===== src/rtl/serial_adder_pkg.sv =====
// Shared types and constants for the bit-serial adder controller and its
// demux-based full-adder cell.
package serial_adder_pkg;

  typedef enum logic [1:0] {
    IDLE = 2'd0,
    RUN  = 2'd1,
    DONE = 2'd2
  } state_e;

  // Demux lines that are high for an odd number of ones / a majority of ones.
  localparam logic [7:0] SUM_MASK   = 8'b1001_0110;
  localparam logic [7:0] CARRY_MASK = 8'b1110_1000;

  // Bit counter width; never below 1 so a single-bit adder still has a counter.
  function automatic int clog2(input int value);
    int w;
    w = 1;
    while ((1 << w) < value) w++;
    return w;
  endfunction

endpackage


===== src/rtl/fa_demux_cell.sv =====
// Combinational 1-bit full adder built from a 1-to-8 demux whose outputs are
// OR-reduced through fixed decode masks.
module fa_demux_cell
  import serial_adder_pkg::*;
(
  input  logic       din_i,
  input  logic [2:0] sel_i,
  output logic       sum_o,
  output logic       carry_o
);

  logic [7:0] y;

  always_comb begin
    y        = 8'b0;
    y[sel_i] = din_i;
  end

  assign sum_o   = |(y & SUM_MASK);
  assign carry_o = |(y & CARRY_MASK);

endmodule


===== src/rtl/serial_adder_ctrl.sv =====
// Bit-serial adder controller: one full-adder cell iterated WIDTH times,
// LSB first, with a registered result and a one-cycle done pulse.
module serial_adder_ctrl
  import serial_adder_pkg::*;
#(
  parameter int WIDTH = 8
) (
  input  logic             clk,
  input  logic             rst,
  input  logic             start,
  input  logic [WIDTH-1:0] a,
  input  logic [WIDTH-1:0] b,
  input  logic             cin,
  output logic             busy,
  output logic             done,
  output logic [WIDTH-1:0] sum,
  output logic             cout
);

  localparam int CW = clog2(WIDTH);
  localparam logic [CW-1:0] LAST_BIT = CW'(WIDTH - 1);

  state_e           state_q, state_d;
  logic [WIDTH-1:0] a_sr_q, a_sr_d;
  logic [WIDTH-1:0] b_sr_q, b_sr_d;
  logic [WIDTH-1:0] sum_sr_q, sum_sr_d;
  logic [WIDTH-1:0] sum_q, sum_d;
  logic             carry_q, carry_d;
  logic             cout_q, cout_d;
  logic [CW-1:0]    cnt_q, cnt_d;

  logic             cell_sum, cell_carry;
  logic [WIDTH-1:0] sum_shift;

  fa_demux_cell u_cell (
    .din_i   (state_q == RUN),
    .sel_i   ({a_sr_q[0], b_sr_q[0], carry_q}),
    .sum_o   (cell_sum),
    .carry_o (cell_carry)
  );

  // New sum bit enters at the MSB so the LSB-first result lands aligned.
  assign sum_shift = (sum_sr_q >> 1) | (WIDTH'(cell_sum) << (WIDTH - 1));

  always_comb begin
    state_d  = state_q;
    a_sr_d   = a_sr_q;
    b_sr_d   = b_sr_q;
    sum_sr_d = sum_sr_q;
    sum_d    = sum_q;
    carry_d  = carry_q;
    cout_d   = cout_q;
    cnt_d    = cnt_q;
    case (state_q)
      IDLE: begin
        if (start) begin
          a_sr_d  = a;
          b_sr_d  = b;
          carry_d = cin;
          cnt_d   = '0;
          state_d = RUN;
        end
      end
      RUN: begin
        a_sr_d   = a_sr_q >> 1;
        b_sr_d   = b_sr_q >> 1;
        sum_sr_d = sum_shift;
        carry_d  = cell_carry;
        cnt_d    = cnt_q + 1'b1;
        if (cnt_q == LAST_BIT) begin
          // Publish the final bit together with the rest of the result.
          sum_d   = sum_shift;
          cout_d  = cell_carry;
          state_d = DONE;
        end
      end
      DONE: begin
        state_d = IDLE;
      end
      default: begin
        state_d = IDLE;
      end
    endcase
  end

  always_ff @(posedge clk) begin
    if (rst) begin
      state_q  <= IDLE;
      a_sr_q   <= '0;
      b_sr_q   <= '0;
      sum_sr_q <= '0;
      sum_q    <= '0;
      carry_q  <= 1'b0;
      cout_q   <= 1'b0;
      cnt_q    <= '0;
    end else begin
      state_q  <= state_d;
      a_sr_q   <= a_sr_d;
      b_sr_q   <= b_sr_d;
      sum_sr_q <= sum_sr_d;
      sum_q    <= sum_d;
      carry_q  <= carry_d;
      cout_q   <= cout_d;
      cnt_q    <= cnt_d;
    end
  end

  assign busy = (state_q != IDLE);
  assign done = (state_q == DONE);
  assign sum  = sum_q;
  assign cout = cout_q;

endmodule


===== config.mk =====
export PLATFORM = sky130hd
export DESIGN_NAME = serial_adder_ctrl
export DESIGN_NICKNAME = d
export VERILOG_FILES = /design/src/rtl/serial_adder_pkg.sv /design/src/rtl/fa_demux_cell.sv /design/src/rtl/serial_adder_ctrl.sv
export SDC_FILE = /design/constraint.sdc
export NUM_CORES = 1
export LEC_CHECK = 0
export CORE_AREA = 8 8 78 60
export DETAILED_ROUTE_END_ITERATION = 6
export DIE_AREA = 0 0 86 68
export GPL_TIMING_DRIVEN = 0
export PLACE_DENSITY = 0.76
export SLEW_MARGIN = 40
export SYNTH_ARGS = -nofsm -noshare
export SYNTH_HDL_FRONTEND = slang
export SYNTH_SLANG_ARGS = --single-unit

===== constraint.sdc =====
create_clock -name clk -period 1.8 [get_ports clk]
set_clock_uncertainty 0.1 [all_clocks]
set_input_delay 0.36 -clock clk [delete_from_list [all_inputs] [get_ports clk]]
set_output_delay 0.36 -clock clk [all_outputs]
set_load 0.01 [all_outputs]

======== Word level (Yosys, flattened, before mapping) ========
Cells that the tools add are included.
operators by class
  add/sub/neg operators ................... 1
  order comparisons ....................... 2
  equality and inequality tests ........... 5
  muxes and demuxes ....................... 13
  bitwise logic cells ..................... 2
  reductions and logical operators ........ 9
operator list
  cell                                                                                  number
  8-bit one-hot mux with 2 select lines                                                 2
  8-bit 2-to-1 mux                                                                      2
  8-bit AND                                                                             1
  7-bit by 8-bit OR with 8-bit output                                                   1
  4-bit OR reduction                                                                    2
  3-bit one-hot mux with 2 select lines                                                 1
  2-bit AND reduction                                                                   3
  3-bit by 4-bit < comparator with 1-bit output (second input constant)                 1
  2-bit 2-to-1 mux                                                                      2
  2-bit != test (second input constant)                                                 2
  2-bit one-hot mux with 2 select lines                                                 1
  2-bit nonzero test                                                                    2
  3-bit by 1-bit adder with 3-bit output (second input constant)                        1
  1-bit demux with 3-bit select                                                         1
  3-bit == test (second input constant)                                                 1
  3-bit by 1-bit greater-or-equal comparator with 1-bit output (second input constant)  1
  3-bit 2-to-1 mux                                                                      1
  2-bit by 1-bit == test with 1-bit output (second input constant)                      1
  2-bit == test (second input constant)                                                 1
  2-bit logical NOT                                                                     1
  1-bit 2-to-1 mux                                                                      2
  1-bit one-hot mux with 2 select lines                                                 1
  1-bit logical AND                                                                     1
storage, ports and cells
  bits in registers ....................... 39
  bits of input ports ..................... 20
  output and inout bits ................... 11
  word-level logic and storage cells ...... 40

======== Depth between registers and ports, before layout ========
  depth after elaboration ................. 7
  gate-level depth with buffers ........... 6

======== Cells and area by module ========
A second synthesis with hierarchy kept.
second synthesis, totals
  cells, all modules ...................... 175
  area, all modules ....................... 1609.0 um^2
modules (own cells, without submodules)
  module             instances  cells an instance  area each (um^2)  seq. area each (um^2)
  serial_adder_ctrl  1          170                1561.5            760.7
  fa_demux_cell      1          5                  47.5              0.0

======== Least setup slack after synthesis ========
No wires, ideal clock.
  path kind ............................... register to register
  from .................................... reg cnt_q[0]
  to ...................................... reg sum_q[0], in the netlist sum[0]
  setup time .............................. 140 ps
  data arrival time ....................... 1133 ps
  setup slack ............................. 427 ps
  cell stages (with the launch flop) ...... 7
  buffers on the path ..................... 1
  clock period less this slack ............ 1373 ps
  cells stage by stage .................... dfxtp_1 ha_1 ha_1 and3b_2 buf_4 nand2_1 a21oi_1
between the ends
  word-level cells in the longest chain between the ends .. 2
ends and longest elaborated chain
  element                        RTL line                  RTL
  start: declaration             serial_adder_ctrl.sv:30   logic [CW-1:0] cnt_q, cnt_d;
  start signal: assignment       serial_adder_ctrl.sv:104  cnt_q <= cnt_d;
  3-bit == test                  serial_adder_ctrl.sv:70   if (cnt_q == LAST_BIT) begin
  2-bit AND reduction (no line)  --
  end signal: assignment         serial_adder_ctrl.sv:101  sum_q <= sum_d;
  end: declaration               serial_adder_ctrl.sv:27   logic [WIDTH-1:0] sum_q, sum_d;
Every way passes these cells.
A chain may end at the register's enable or synchronous reset.

======== Worst setup path in the final report ========
  from .................................... reg state_q[1]
  to ...................................... out done
between the ends
  word-level cells in the longest chain between the ends .. 1
ends and longest elaborated chain
  element                   RTL line                  RTL
  start: declaration        serial_adder_ctrl.sv:23   state_e state_q, state_d;
  start signal: assignment  serial_adder_ctrl.sv:97   state_q <= state_d;
  2-bit == test             serial_adder_ctrl.sv:109  assign done = (state_q == DONE);
  end: declaration          serial_adder_ctrl.sv:15   output logic done,
Every way passes these cells.

==> impl_metrics.json <==
{
  "ir_worst_vdd_mv": 0.852,
  "power_frac_seq": 0.449,
  "synthMuxAreaShare": 0.0118,
  "num_vias": 1394,
  "yosysMostFrequentCell": "dfxtp_1",
  "endpoint_kind": "output pin",
  "synth_top_area_frac": 0.449,
  "drcViolationCount": 0,
  "synthAdderAreaFrac": 0.0207,
  "async_flop_share": 0,
  "core_um2": 3590,
  "dp_slack_ns": -0.162,
  "area_growth_syn_to_layout_pct": 29.8,
  "setup_tns_ns": 0,
  "die_y_um": 68,
  "worstMarginPinSlew_ns": 0.557,
  "initial_core_util": 0.472,
  "rows": 19,
  "synthXorXnorAreaFrac": 0.0140,
  "path_max_fanout": 10,
  "grt_pass1_vias": 1299,
  "cts_made_buffers": 5,
  "r2r-start": "cnt_q[0]",
  "slew_headroom": 0.628,
  "netlist_top_cells_count": "dfxtp_1 (38), nand2_1 (31), nor2_1 (25)",
  "via_per_inst": 5.09,
  "gp_congestion": 0.739,
  "yosysTopAreaCell": "dfxtp_1",
  "io_buffers": 29,
  "critPathArrivalTime_ns": 1.28,
  "critical_path_class": "reg -> out",
  "p_leak_nw": 0.815,
  "rsz0062_at_grt": "false",
  "r2r_cells": 6,
  "fp.dieArea_um2": 5850,
  "setup_viol": 0,
  "pwr-share-clk": 0.430,
  "synth_compound_area_frac": 0.247,
  "yosysSeqAreaShare": 0.449,
  "grt_pass1_wl_um": 6170,
  "clk_pin_slew_ns": 0.08,
  "cts_tree": "yes",
  "setup_ws_ns": 0.0566,
  "clock_latency_ns": 0.29,
  "cts_sinks": 38,
  "diodes": 0,
  "die_w_um": 86,
  "swShare": 0.226,
  "hold_end": "a_sr_q[4]",
  "netlist_instances": 184,
  "fin_nets": 243,
  "outcome": "completed",
  "synth_top_family_by_area": "compound AO/OA/AOI/OAI gates",
  "synth-main-ff-cell": "dfxtp_1",
  "p_switching_mw": 0.455,
  "hold_buffers": 0,
  "grt_start_max_net_pins": 14,
  "cts_root_buffer": "clkbuf_8",
  "ys_types": 32,
  "p_comb_frac": 0.120,
  "finalHoldViolations": 0,
  "hold_start": "rst",
  "overflow": 0,
  "clock_path_buffers": 2,
  "whs_path_depth": 2,
  "fmax_ghz": 0.574,
  "wirelength_um": 3650,
  "finalMaxSlewViolations": 0,
  "syn_nets": 206,
  "drive_gt1_frac": 0.194,
  "yosysWarnings": 0,
  "final.min_clock_period_ns": 1.74,
  "fin_cells": 274,
  "postRouteAntennaNets": 0,
  "htreeDepth": 2,
  "power.density_nw_per_um2": 916,
  "cap_violations": 0,
  "intPower_mw": 1.56,
  "hp-class": "in -> reg",
  "grt_use_total": 0.135,
  "post-dp-hpwl_um": 2500,
  "ios": 31,
  "synth.cell_area_um2": 1690,
  "final_util": 0.612,
  "synth.area.top_cells": "dfxtp_1 (45%), a211oi_2 (8.1%), nand2_1 (6.9%)",
  "synthSimpleGateAreaFrac": 0.188,
  "critical_path_required_ns": 1.34,
  "placedCellCount": 265,
  "synth-seq-cells": 38,
  "firstDrtPassIters": 4,
  "period_share": 0.969,
  "synth_edf_count": 0,
  "antenna_found_initial": 0,
  "rrSetupSlack_ns": 0.34,
  "start_kind": "flip-flop",
  "routedWlPerCell_um": 13.3,
  "syn_avg_cell_area_um2": 9.21,
  "r2r_end": "sum[0]",
  "drtIter0Drc": 57
}
## logic make-up after synthesis
group                      after synthesis
and+or+nand+nor                         72
adders and majority gates                3
xor gates and xnor gates                 1
DFF                                     38
buffers and inverters                   15
AOI/OAI and AO/OA                       53
muxes                                    2
## what timing repair did
item                       CTS  global route
resized for setup            6             0
setup endpoints to repair    2             2
gates cloned                 0             0
setup buffers                1             1
## placed cells by master (no fill, tap or decap), types with 2 or more instances in the layout
cell,count
dfxtp_1,37
nand2_1,31
clkdlybuf4s50_1,27
nor2_1,25
a21oi_1,17
a211oi_2,11
o2bb2ai_1,9
nor2_2,7
o22ai_1,5
a211oi_1,5
clkbuf_8,5
buf_2,4
buf_6,3
buf_4,3
or2b_1,2
clkbuf_1,2
nand3_1,2
o21ai_0,2
mux2i_1,2
a22oi_1,2
ha_1,2
bufinv_16,2
dlygate4sd2_1,2
## layer usage
layer,global-route usage,wire length [um],up-vias
met4,0.0457,27,0
met3,0.0528,221,2
li1,-,-,716
met5,0,0,-
met1,0.172,1790,647
met2,0.205,1610,29
## critical path, cell delays in order, from the launching register on
cell	delay, ns
dfxtp_4	0.38
clkinvlp_4	0.10
buf_6	0.15
nor2_1	0.09
dlygate4sd2_1	0.27
## final cells by class
| type | count | area [um^2] |
|---|---|---|
| fill | 326 | 1390 |
| multi-input combinational | 131 | 817 |
| sequential | 38 | 764 |
| timing repair buffer | 31 | 303 |
| buffer | 12 | 97.6 |
| clock buffer | 5 | 68.8 |
| clock inverter | 3 | 68.8 |
| tap | 52 | 65.1 |
| inverter | 2 | 13.8 |
## power groups by stage
stage	Combinational, mW	Sequential, mW	Clock (mW)
finish	0.242	0.905	0.866
CTS	0.246	0.905	0.878
global route	0.265	0.910	0.923
detailed placement	0.244	0.926	0
global placement	0.242	0.925	0
floorplan	0.170	0.920	0
## flip-flops by register name, indices dropped and copies added, names as in the netlist
signal    flops
cnt_q         3
carry_q       1
sum_sr_q      7
cout          1
sum           8
a_sr_q        8
b_sr_q        8
state_q       2
## worst max-delay path by stage
stage	start	endpoint	slack (ns)	depth (start not counted)
CTS	state_q[1]	done	0.004	4
finish	state_q[1]	done	0.06	4
global placement	state_q[1]	done	-0.17	4
global route	state_q[1]	done	0.005	4
floorplan	cnt_q[0]	sum[0]	0.43	6
detailed placement	state_q[1]	done	-0.16	4
## metrics by stage
| step | hold slack [ns] | instance area (um^2) | total power [mW] |
|---|---|---|---|
| final | 0.295 | 2200 | 2.01 |
| after global routing | 0.292 | 2200 | 2.10 |
| after CTS | 0.281 | 2200 | 2.03 |
| after detailed placement | 0.346 | 2050 | 1.17 |
| after global placement | 0.342 | 2050 | 1.17 |
| after floorplan | 0.332 | 1690 | 1.09 |
No activity file was read; power rests on OpenSTA's default activity.
